===== src/rtl/alu_op_sched.sv =====
// REF-domain sequencer: gates the ALU clock, issues one ALU_EN pulse per request,
// waits for the result with a timeout, then writes it to the TX FIFO LSB first.
module alu_op_sched #(
   parameter int unsigned DATA_WIDTH = 8,
   parameter int unsigned FUN_WIDTH  = 4,
   parameter int unsigned GATE_SETUP = 1,
   parameter int unsigned TIMEOUT    = 16
) (
   input  logic                    clk,
   input  logic                    rst,
   input  logic                    req_valid,
   input  logic [FUN_WIDTH-1:0]    req_fun,
   output logic                    req_ready,
   output logic                    alu_clk_en,
   output logic                    alu_en,
   output logic [FUN_WIDTH-1:0]    alu_fun,
   input  logic [2*DATA_WIDTH-1:0] alu_out,
   input  logic                    alu_out_valid,
   input  logic                    fifo_full,
   output logic [DATA_WIDTH-1:0]   tx_data,
   output logic                    tx_wr_inc,
   output logic                    busy,
   output logic                    timeout_err
);

   localparam int unsigned RES_W  = 2 * DATA_WIDTH;
   localparam int unsigned WCNT_W = (TIMEOUT > 2) ? $clog2(TIMEOUT) : 1;
   localparam int unsigned GCNT_W = (GATE_SETUP > 1) ? $clog2(GATE_SETUP) : 1;
   localparam logic [WCNT_W-1:0] WCNT_LAST = WCNT_W'(TIMEOUT - 1);
   localparam logic [GCNT_W-1:0] GCNT_LAST = GCNT_W'(GATE_SETUP - 1);

   typedef enum logic [2:0] {
      S_IDLE,
      S_GATE_ON,
      S_ISSUE,
      S_WAIT_RES,
      S_SEND_LO,
      S_SEND_HI
   } state_e;

   state_e                 state_q, state_d;
   logic [GCNT_W-1:0]      gcnt_q, gcnt_d;
   logic [WCNT_W-1:0]      wcnt_q, wcnt_d;
   logic [RES_W-1:0]       res_q, res_d;
   logic [FUN_WIDTH-1:0]   fun_q, fun_d;

   // State and datapath registers
   always_ff @(posedge clk) begin
      if (rst) begin
         state_q <= S_IDLE;
         gcnt_q  <= '0;
         wcnt_q  <= '0;
         res_q   <= '0;
         fun_q   <= '0;
      end else begin
         state_q <= state_d;
         gcnt_q  <= gcnt_d;
         wcnt_q  <= wcnt_d;
         res_q   <= res_d;
         fun_q   <= fun_d;
      end
   end

   // Next-state and output decode; every output is forced low while rst is asserted
   always_comb begin
      state_d     = state_q;
      gcnt_d      = gcnt_q;
      wcnt_d      = wcnt_q;
      res_d       = res_q;
      fun_d       = fun_q;
      req_ready   = 1'b0;
      alu_clk_en  = 1'b0;
      alu_en      = 1'b0;
      alu_fun     = fun_q;
      tx_data     = '0;
      tx_wr_inc   = 1'b0;
      busy        = (state_q != S_IDLE);
      timeout_err = 1'b0;

      case (state_q)
         S_IDLE: begin
            req_ready = 1'b1;
            if (req_valid) begin
               fun_d   = req_fun;
               gcnt_d  = '0;
               wcnt_d  = '0;
               state_d = S_GATE_ON;
            end
         end
         S_GATE_ON: begin
            alu_clk_en = 1'b1;
            if (gcnt_q == GCNT_LAST) begin
               state_d = S_ISSUE;
            end else begin
               gcnt_d = gcnt_q + GCNT_W'(1);
            end
         end
         S_ISSUE: begin
            alu_clk_en = 1'b1;
            alu_en     = 1'b1;
            state_d    = S_WAIT_RES;
         end
         S_WAIT_RES: begin
            alu_clk_en = 1'b1;
            // A result arriving on the last allowed cycle still beats the timeout
            if (alu_out_valid) begin
               res_d   = alu_out;
               state_d = S_SEND_LO;
            end else if (wcnt_q == WCNT_LAST) begin
               timeout_err = 1'b1;
               state_d     = S_IDLE;
            end else begin
               wcnt_d = wcnt_q + WCNT_W'(1);
            end
         end
         S_SEND_LO: begin
            tx_data   = res_q[DATA_WIDTH-1:0];
            tx_wr_inc = !fifo_full;
            if (!fifo_full) begin
               state_d = S_SEND_HI;
            end
         end
         S_SEND_HI: begin
            tx_data   = res_q[RES_W-1:DATA_WIDTH];
            tx_wr_inc = !fifo_full;
            if (!fifo_full) begin
               state_d = S_IDLE;
            end
         end
         default: begin
            state_d = S_IDLE;
         end
      endcase

      if (rst) begin
         req_ready   = 1'b0;
         alu_clk_en  = 1'b0;
         alu_en      = 1'b0;
         alu_fun     = '0;
         tx_data     = '0;
         tx_wr_inc   = 1'b0;
         busy        = 1'b0;
         timeout_err = 1'b0;
      end
   end

endmodule


===== config.mk =====
export PLATFORM = sky130hd
export DESIGN_NAME = alu_op_sched
export DESIGN_NICKNAME = d
export VERILOG_FILES = /design/src/rtl/alu_op_sched.sv
export SDC_FILE = /design/constraint.sdc
export NUM_CORES = 1
export LEC_CHECK = 0
export CAP_MARGIN = 20
export CELL_PAD_IN_SITES_DETAIL_PLACEMENT = 1
export CELL_PAD_IN_SITES_GLOBAL_PLACEMENT = 1
export CORE_ASPECT_RATIO = 1.2
export CORE_MARGIN = 2
export CORE_UTILIZATION = 34
export CTS_BUF_LIST = sky130_fd_sc_hd__clkbuf_8
export CTS_CLUSTER_DIAMETER = 150
export DETAILED_ROUTE_END_ITERATION = 10
export PLACE_DENSITY_LB_ADDON = 0.1
export SKIP_CTS_REPAIR_TIMING = 1
export SYNTH_ARGS = -nofsm -noshare
export SYNTH_HDL_FRONTEND = slang
export SYNTH_SLANG_ARGS = --single-unit

===== constraint.sdc =====
create_clock -name clk -period 1.9 [get_ports clk]
set_clock_uncertainty 0.1 [all_clocks]
set_input_delay 0.19 -clock clk [delete_from_list [all_inputs] [get_ports clk]]
set_output_delay 0.19 -clock clk [all_outputs]
set_load 0.005 [all_outputs]

Yosys cells after proc, flatten, opt, wreduce, memory -nomap -nowiden
Index checks and enable logic that the tools add are counted.

cells by class
  add/subtract/negate cells = 2
  equality and inequality tests = 13
  muxes and demuxes = 30
  reduce and logical (&&, ||, !) cells = 12

operator list
  kind                   number
  $mux W3                6
  $pmux W3 S6            1
  $mux W4                4
  $pmux W8 S2            1
  $mux W1                15
  $ne A2 B2 Y1 const B   6
  $mux W8                1
  $pmux W4 S2            1
  $eq A3 B2 Y1 const B   2
  $eq A3 B3 Y1 const B   2
  $reduce_and A2 Y1      3
  $reduce_and A5 Y1      1
  $add A4 B1 Y4 const B  1
  $eq A4 B4 Y1 const B   1
  $reduce_and A4 Y1      1
  $reduce_bool A2 Y1     2
  $eq A3 B1 Y1 const B   1
  $logic_not A3 Y1       1
  $ne A3 B3 Y1 const B   1
  $reduce_bool A3 Y1     1
  $reduce_or A3 Y1       1
  $pmux W1 S2            1
  $reduce_or A2 Y1       1
  $add A1 B1 Y1 const B  1
  $logic_not A1 Y1       1

storage, ports and cells
  flip-flop bits (word level) = 28
  input bits = 25
  output and inout bits = 18
  logic and storage cells = 62

Logic depth before layout (Yosys ltp)
Gate-level depths: netlist of the first run.

  depth in word-level cells = 5
  depth in mapped cells = 5
  depth with buffers taken out = 4

Worst setup path before layout of the first run
Ideal clock, no wire load.

  path type = reg2reg
  from = reg state_q[0]
  to = reg wcnt_q[3]
  setup time = 0.132 ns
  arrival time = 1.181 ns
  required time = 1.668 ns
  setup slack = 0.487 ns
  cell stages (with the launch flop) = 5
  buffers on the path = 1
  period minus slack after synthesis = 1.413 ns
  path through = dfxtp_1 > buf_6 > nor4b_4 > o21bai_2 > o32ai_1

between the ends
  cells in the longest elaborated chain, start to end = 3
  elaborated cells on any way between the ends = 8
  those cells by class = eq/ne (4); mux (1); reduce/logical (3)

ends and longest elaborated chain
  what                                                                 line  RTL
  from (decl)                                                          41    state_e state_q, state_d;
  from (signal assigned)                                               56    state_q <= state_d;
  $eq A3 B2 Y1 / $logic_not A3 Y1 (equally long branches)              80    case (state_q)
  $ne A2 B2 Y1 (no line) / $reduce_bool A2 Y1 (equally long branches)  n/a
  $reduce_and A4 Y1 (no line)                                          n/a
  to (signal assigned)                                                 58    wcnt_q <= wcnt_d;
  to (decl)                                                            43    logic [WCNT_W-1:0] wcnt_q, wcnt_d;

Parallel ways exist; a longest one is shown, timed or not.
A chain may end at the register's enable or synchronous reset.

Final worst setup path of the first run
  from = reg state_q[2]
  to = out tx_data[3]

between the ends
  cells in the longest elaborated chain, start to end = 3
  elaborated cells on any way between the ends = 4
  those cells by class = eq/ne (2); mux (2)

ends and longest elaborated chain
  what             line  RTL
  $eq A3 B3 Y1     80
  $pmux W8 S2 (*)  80
  $mux W8 (*)      135   if (rst) begin
  to (decl)        20    output logic [DATA_WIDTH-1:0] tx_data,

Mark *: on every way between the ends. The rest lies on a longest branch, timed or not.

==> metrics.md, run 1 <==
| Metric | Value |
|---|---|
| Fillers | 455 |
| Clock latency of the later-clocked register in the worst-skew pair | approximately 0.28 ns |
| Switching power | 0.318 mW |
| Worst path arrival time | between 1.5 and 2 ns |
| Power density cells | 587 nW/um^2 |
| Via count of the first global-routing pass | 1,358 |
| Mean cell area of the mapped netlist | 8.25 sq um |
| Pre-CTS setup slack | -0.0697 ns |
| Max Transition Viols Final | 0 |
| Instance area at placement | 1870 sq um |
| Area enclosed by the die boundary | between 4000 and 5000 sq um |
| Post-route minimum period | between 1.5 and 2 ns |
| Number of I/O port buffers | 42 |
| Part of the cycle the worst path needs | 0.977 |
| Non-filler cells, final | 272 |
| Global-route wire length before repair | about 6.1 mm |
| Setup repair after global routing missed its margin | true |
| Post-DP HPWL | approximately 2.8 mm |
| Post-detailed-route count of antenna-violating nets | 0 |
| Max-slew headroom | 0.789 |
| Number of H-tree levels | 1 |
| Number of buffers on the longest clock path | 2 |
| Mean routed wirelength per cell | between 10 and 15 um |
| Initial Util | 0.359 |
| Power, Total | 1.21 mW |
| Cell count after synthesis | 161 |
| Largest vdd supply drop | approximately 0.33 mV |
| Share of total power consumed by net switching | 0.263 |
| Proportion of synthesized chip area in sequential cells | 0.407 |
| Maximum number of pins on one net before global-route repair | 19 |
| Fraction of layout instances using a drive strength above 1 | 0.214 |
| Combinational group share of total power | 0.222 |
| Diode insertion count for antenna repair | 0 |
| Part of the total power dissipated in the clock network | 0.278 |
| Final net count | approximately 250 |
| Clock tree from TritonCTS | built |
| Routability Congestion | 0.774 |
| CORE AREA | 3690 sq um |
| Data required time at the worst endpoint | 1.61 ns |
| Cell area after technology mapping | between 1000 and 1500 sq um |
| Internal power | 0.892 mW |
| Clock slew seen by the registers of the worst setup and hold paths | around 0.09 ns |
| Type of the worst setup path | reg2out |
| Number of detailed-routing iterations run before antenna repair | 4 |
| Actual transition at the worst max-transition pin | between 0.3 and 0.4 ns |
| Chip width | 61.0 um |
| CP endpoint kind | output port |
| Standard-cell row count | 24 |
| Warning count from the yosys run | 0 |
| Number of max-capacitance violations reported | 0 |
| Post-route cell area | 2060 sq um |
| Synthesis-to-finish area growth | 55.2% |
| Grt total ovfl | 0 |
| Num CTS Buffers | 3 |
| Total wire length | ~4.0 mm |
| GRT Overall Usage | 0.182 |
| Hold Crit Class | in2reg |
| Share of total power in sequential cells | 0.500 |
| Number of antenna violations at the first check in global routing | 0 |
| Count of different cell masters after synthesis | 32 |
| Total via count in the routed design | approximately 1,300 |
| Root buffer cell | clkbuf_8 |
| Highest achievable clock rate | 539 MHz |
| Count of routing violations after the opening detailed-route iteration | between 50 and 60 |
| Outcome | finished, final reports clean |
| Final setup margin | 0.0437 ns |
| Mean number of vias per cell | 4.92 |
| CP Max Fanout | 8 |
| Post-synth net total | 187 |
| Final setup violation count | 0 |
| Leading cell types in the layout, fill and taps excluded | nand2_1, clkdlybuf4s50_1, dfxtp_1 |
| Hold Vio Cnt, Final | 0 |
| Leakage power figure | 0.876 nW |
| Number of top-level pins | 43 |
| Startpoint class of the critical path | flip-flop |
| Synthesis-stage register bit count | 27 |
| TritonCTS Sinks | 27 |
| Placed Cells incl. Taps | 259 |
| Residual DRC count | 0 |
| Die Ht | ~72 um |
## registers in the layout, summed over array words and instances, names as in the netlist
name / cells
res_q: 16
fun_q: 4
state_q: 3
wcnt_q: 4
## power by group through the flow
stage,logic [mW],registers (mW),clock network [mW]
finish,0.269,0.605,0.336
floorplan,0.129,0.605,0
global route,0.290,0.609,0.369
detailed placement,0.244,0.616,0
global placement,0.238,0.615,0
CTS,0.246,0.603,0.351
## per-layer routing
metal,track usage,wire [um],vias up
met4,0.0580,74,0
met2,0.327,2180,25
met5,0,0,-
met1,0.215,1590,643
met3,0.0267,132,7
li1,-,-,663
## critical path, stage by stage (launching register included)
cell	delay, ns
dfxtp_2	0.35
nor2b_4	0.18
nand2b_4	0.12
nor2_1	0.12
clkdlybuf4s50_1	0.52
## stage by stage
stage,hold WS (ns),utilization,setup TNS (ns)
floorplan,0.226,-,0
global placement,0.342,0.505,-0.353
detailed placement,0.349,0.505,-0.638
CTS,0.344,0.518,-2.70
global route,0.328,0.558,-0.0311
finish,0.306,0.558,0
## Yosys cell counts
library cell / n / area [sq um]
a21oi_1: 17 / 85.1
a31o_1: 1 / 8.76
a31oi_1: 2 / 12.5
and2_1: 1 / 6.26
and4b_1: 1 / 10.0
buf_2: 5 / 25.0
buf_6: 2 / 22.5
clkbuf_1: 5 / 18.8
dfxtp_1: 27 / 541
ha_1: 1 / 12.5
inv_1: 2 / 7.51
mux2_2: 1 / 11.3
mux2i_1: 13 / 130
nand2_1: 34 / 128
nand2b_1: 5 / 31.3
nand3_1: 2 / 10.0
nand3b_1: 1 / 7.51
nand3b_4: 1 / 20.0
nand4b_1: 1 / 8.76
nor2_1: 18 / 67.6
nor2b_1: 5 / 31.3
nor3_1: 2 / 10.0
nor4_1: 2 / 12.5
nor4b_1: 1 / 8.76
nor4b_4: 1 / 23.8
o21ai_0: 2 / 10.0
o21ai_1: 1 / 5.00
o21bai_2: 1 / 11.3
o32ai_1: 3 / 26.3
or3b_1: 1 / 8.76
or4_1: 1 / 7.51
xnor2_1: 1 / 8.76
## area by class of cell
type | instances | area, sq um | share of cell area
tap | 52 | 65.1 | 0.0316
sequential | 27 | 549 | 0.267
timing repair buffer | 67 | 633 | 0.307
inverter | 2 | 7.51 | 0.00364
clock buffer | 3 | 41.3 | 0.0200
multi-input combinational | 120 | 759 | 0.369
clock inverter | 1 | 5.00 | 0.00243
## final timing paths
path,from,endpoint,slack (ns),cells after the start
worst max-delay path,state_q[2]$_SDFFE_PP0P_,tx_data[3],0.04,4
worst max register to register,wcnt_q[0]$_SDFFE_PP0P_,wcnt_q[0]$_SDFFE_PP0P_,0.38,4
worst min register to register,res_q[4]$_SDFFE_PP0P_,res_q[4]$_SDFFE_PP0P_,0.36,2
worst min-delay path,rst,wcnt_q[2]$_SDFFE_PP0P_,0.31,3
## cell families (layout without fill, tap and decap cells)
kind of cell / Yosys count / count (layout) / synth area share
fa+ha+maj: 1 / 1 / 0.00942
xor+xnor: 1 / 1 / 0.00660
mux: 14 / 14 / 0.106
flops: 27 / 27 / 0.407
buf+inv: 14 / 73 / 0.0556
simple gates: 77 / 77 / 0.295
compound gates: 27 / 27 / 0.120
No activity file was read; power rests on OpenSTA's default activity.
==> run 2, diff against run 1 <==
--- a/config.mk
+++ b/config.mk
@@ -8,13 +8,12 @@
 export CAP_MARGIN = 20
 export CELL_PAD_IN_SITES_DETAIL_PLACEMENT = 1
 export CELL_PAD_IN_SITES_GLOBAL_PLACEMENT = 1
-export CORE_ASPECT_RATIO = 1.2
 export CORE_MARGIN = 2
 export CORE_UTILIZATION = 34
 export CTS_BUF_LIST = sky130_fd_sc_hd__clkbuf_8
-export CTS_CLUSTER_DIAMETER = 150
+export CTS_CLUSTER_DIAMETER = 100
 export DETAILED_ROUTE_END_ITERATION = 10
-export PLACE_DENSITY_LB_ADDON = 0.1
+export PLACE_DENSITY = 0.92
 export SKIP_CTS_REPAIR_TIMING = 1
 export SYNTH_ARGS = -nofsm -noshare
 export SYNTH_HDL_FRONTEND = slang
==> run 2 against run 1 <==
Worst setup slack better by 0.0092 ns. Sequential power is essentially flat. Die area about the same. Via count down 3.1%. Worst hold slack better by 0.049 ns. Global-route usage fell by 0.73 points. Non-clock buffer count shrank 9. Combinational power down 7.8%. Clock power down 4%. Core utilization shrank 2.3 points. Sequential cell count did not move. Largest power group unchanged.
==> metrics.md, run 2 (synthesis gave the netlist of run 1 again) <==
| Metric | Value |
|---|---|
| Peak per-stage delay on the critical path | 0.50 ns (-0.02 ns) |
| CORE AREA | 3720 sq um (+0.61%) |
| Mean number of vias per cell | 5.00 (+1.7%) |
| Number of top-level pins | 43 (unchanged) |
| Clock latency of the later-clocked register in the worst-skew pair | 0.27 ns (about the same) |
| Data required time at the worst endpoint | 1.61 ns (about the same) |
| Total wire length | 3.85 mm (-3.2%) |
| Power, Total | 1.17 mW (-3.0%) |
| Outcome | finished, final reports clean |
| Fillers | 436 (-4.2%) |
| Number of I/O port buffers | 42 (unchanged) |
| Largest regs | res_q x16, fun_q x4, wcnt_q x4 |
| Area enclosed by the die boundary | 4420 sq um (about the same) |
| Clock tree from TritonCTS | built |
| Hold Vio Cnt, Final | 0 (unchanged) |
| Number of antenna violations at the first check in global routing | 0 (unchanged) |
| Instance area at placement | 1850 sq um (-0.67%) |
| Post-route cell area | 1990 sq um (-3.5%) |
| Max Transition Viols Final | 0 (unchanged) |
| CP Max Fanout | 11 (+3) |
| Residual DRC count | 0 (unchanged) |
| Post-route minimum period | 1.85 ns (-0.00922 ns) |
| Root buffer cell | clkbuf_8 |
| Reg2Reg Setup Slack | 0.40 ns (+0.02 ns) |
| Actual transition at the worst max-transition pin | 0.253 ns (-0.0622 ns) |
| Part of the cycle the worst path needs | 0.972 (-0.00485) |
| Standard-cell row count | 22 (-8.3%) |
| Number of max-capacitance violations reported | 0 (unchanged) |
| Initial Util | 0.357 (-0.00218) |
| Num CTS Buffers | 3 (unchanged) |
| Grt total ovfl | 0 (unchanged) |
| Highest achievable clock rate | 541 MHz (+0.50%) |
| Largest vdd supply drop | 0.305 mV (-7.0%) |
| Via count of the first global-routing pass | 1,229 (-9.5%) |
| Post-detailed-route count of antenna-violating nets | 0 (unchanged) |
| Number of H-tree levels | 1 (unchanged) |
| Setup repair after global routing missed its margin | false |
| CP endpoint kind | output port |
| Count of routing violations after the opening detailed-route iteration | 55 (unchanged) |
| Leakage power figure | 0.946 nW (+8.0%) |
| Worst path arrival time | 1.56 ns (about the same) |
| Startpoint class of the critical path | primary input |
| Routability Congestion | 0.793 (+2.4%) |
| GRT Overall Usage | 0.175 (-0.00729) |
| Worst Hold Margin | 0.355 ns (+0.0488 ns) |
| Number of detailed-routing iterations run before antenna repair | 4 (unchanged) |
| TritonCTS Sinks | 27 (unchanged) |
| Mean routed wirelength per cell | 14.9 um (+1.7%) |
| Total via count in the routed design | 1,296 (-3.1%) |
| Post-DP HPWL | 2.78 mm (-1.8%) |
| Max FFs per register | 16 (unchanged) |
| Critical path's most frequent cell | clkdlybuf4s50_1 |
| Max-slew headroom | 0.831 (+0.0417) |
| Slowest stage cell on the critical path | clkdlybuf4s50_1 |
| Chip width | 66.5 um (+8.9%) |
| Hold Crit Class | in2reg |
| Synthesis-to-finish area growth | 49.8% |
| Register containing the most flip-flops in the final layout | res_q |
| Global-route wire length before repair | 5.92 mm (-2.7%) |
| Crit path cell chain | clkdlybuf4s50_1, buf_6, buf_4, nor2b_1, clkdlybuf4s50_1 |
| Most frequent standard cell in the layout excluding fill and tap cells | nand2_1 |
| Die Ht | 66.5 um (-8.2%) |
| Post-layout utilization of the core | 0.535 (-0.0229) |
| Final setup violation count | 0 (unchanged) |
| Number of buffers on the longest clock path | 2 (unchanged) |
| Fraction of layout instances using a drive strength above 1 | 0.147 (-0.0667) |
| Leading cell types in the layout, fill and taps excluded | nand2_1, clkdlybuf4s50_1, dfxtp_1 |
| Final net count | 238 (-3.6%) |
| Power density cells | 590 nW/um^2 (+0.52%) |
| Maximum number of pins on one net before global-route repair | 18 (-1) |
| Clock slew seen by the registers of the worst setup and hold paths | 0.10 ns (about the same) |
| Diode insertion count for antenna repair | 0 (unchanged) |
| Type of the worst setup path | in2out |
run 2: power breakdown:
group | switching [mW] | internal, mW
clock | 0.177 | 0.145
combinational | 0.105 | 0.143
sequential | 0.0180 | 0.586
run 2: routing by layer:
layer | track usage | up-vias | part of all wire
met2 | 0.293 | 26 | 0.50
met3 | 0.0236 | 6 | 0.029
met1 | 0.233 | 623 | 0.46
met4 | 0.0536 | 0 | 0.017
li1 | - | 641 | -
met5 | 0 | - | 0
run 2: area by class of cell:
class,count,area [sq um],area share
Tap cell,48,60.1,0.0302
Multi-Input combinational cell,120,738,0.371
Clock buffer,3,41.3,0.0208
Clock inverter,1,3.75,0.00189
Inverter,2,7.51,0.00378
Sequential cell,27,547,0.275
Timing Repair Buffer,58,591,0.297
run 2: through the flow:
step / std cells / TNS, ns / worst slack (ns)
final: 259 / 0 / 0.0530
after global routing: 259 / 0 / 0.0113
after CTS: 258 / -1.41 / -0.194
after detailed placement: 254 / -0.00134 / -0.00134
after global placement: 254 / 0 / 0.0150
after floorplan: 161 / 0 / 0.487
run 2: worst paths after layout:
path,from,endpoint,cells after the start
setup / recovery,rst,alu_fun[2],5
hold / removal,alu_out[4],res_q[4]$_SDFFE_PP0P_,3
setup reg to reg,wcnt_q[0]$_SDFFE_PP0P_,wcnt_q[0]$_SDFFE_PP0P_,4
hold reg to reg,res_q[10]$_SDFFE_PP0P_,res_q[10]$_SDFFE_PP0P_,2
run 2: critical path, delay by kind of cell:
kind	cells	cell delay, ns
buffers and inverters	4	1.24
AND/OR/NAND/NOR	1	0.12
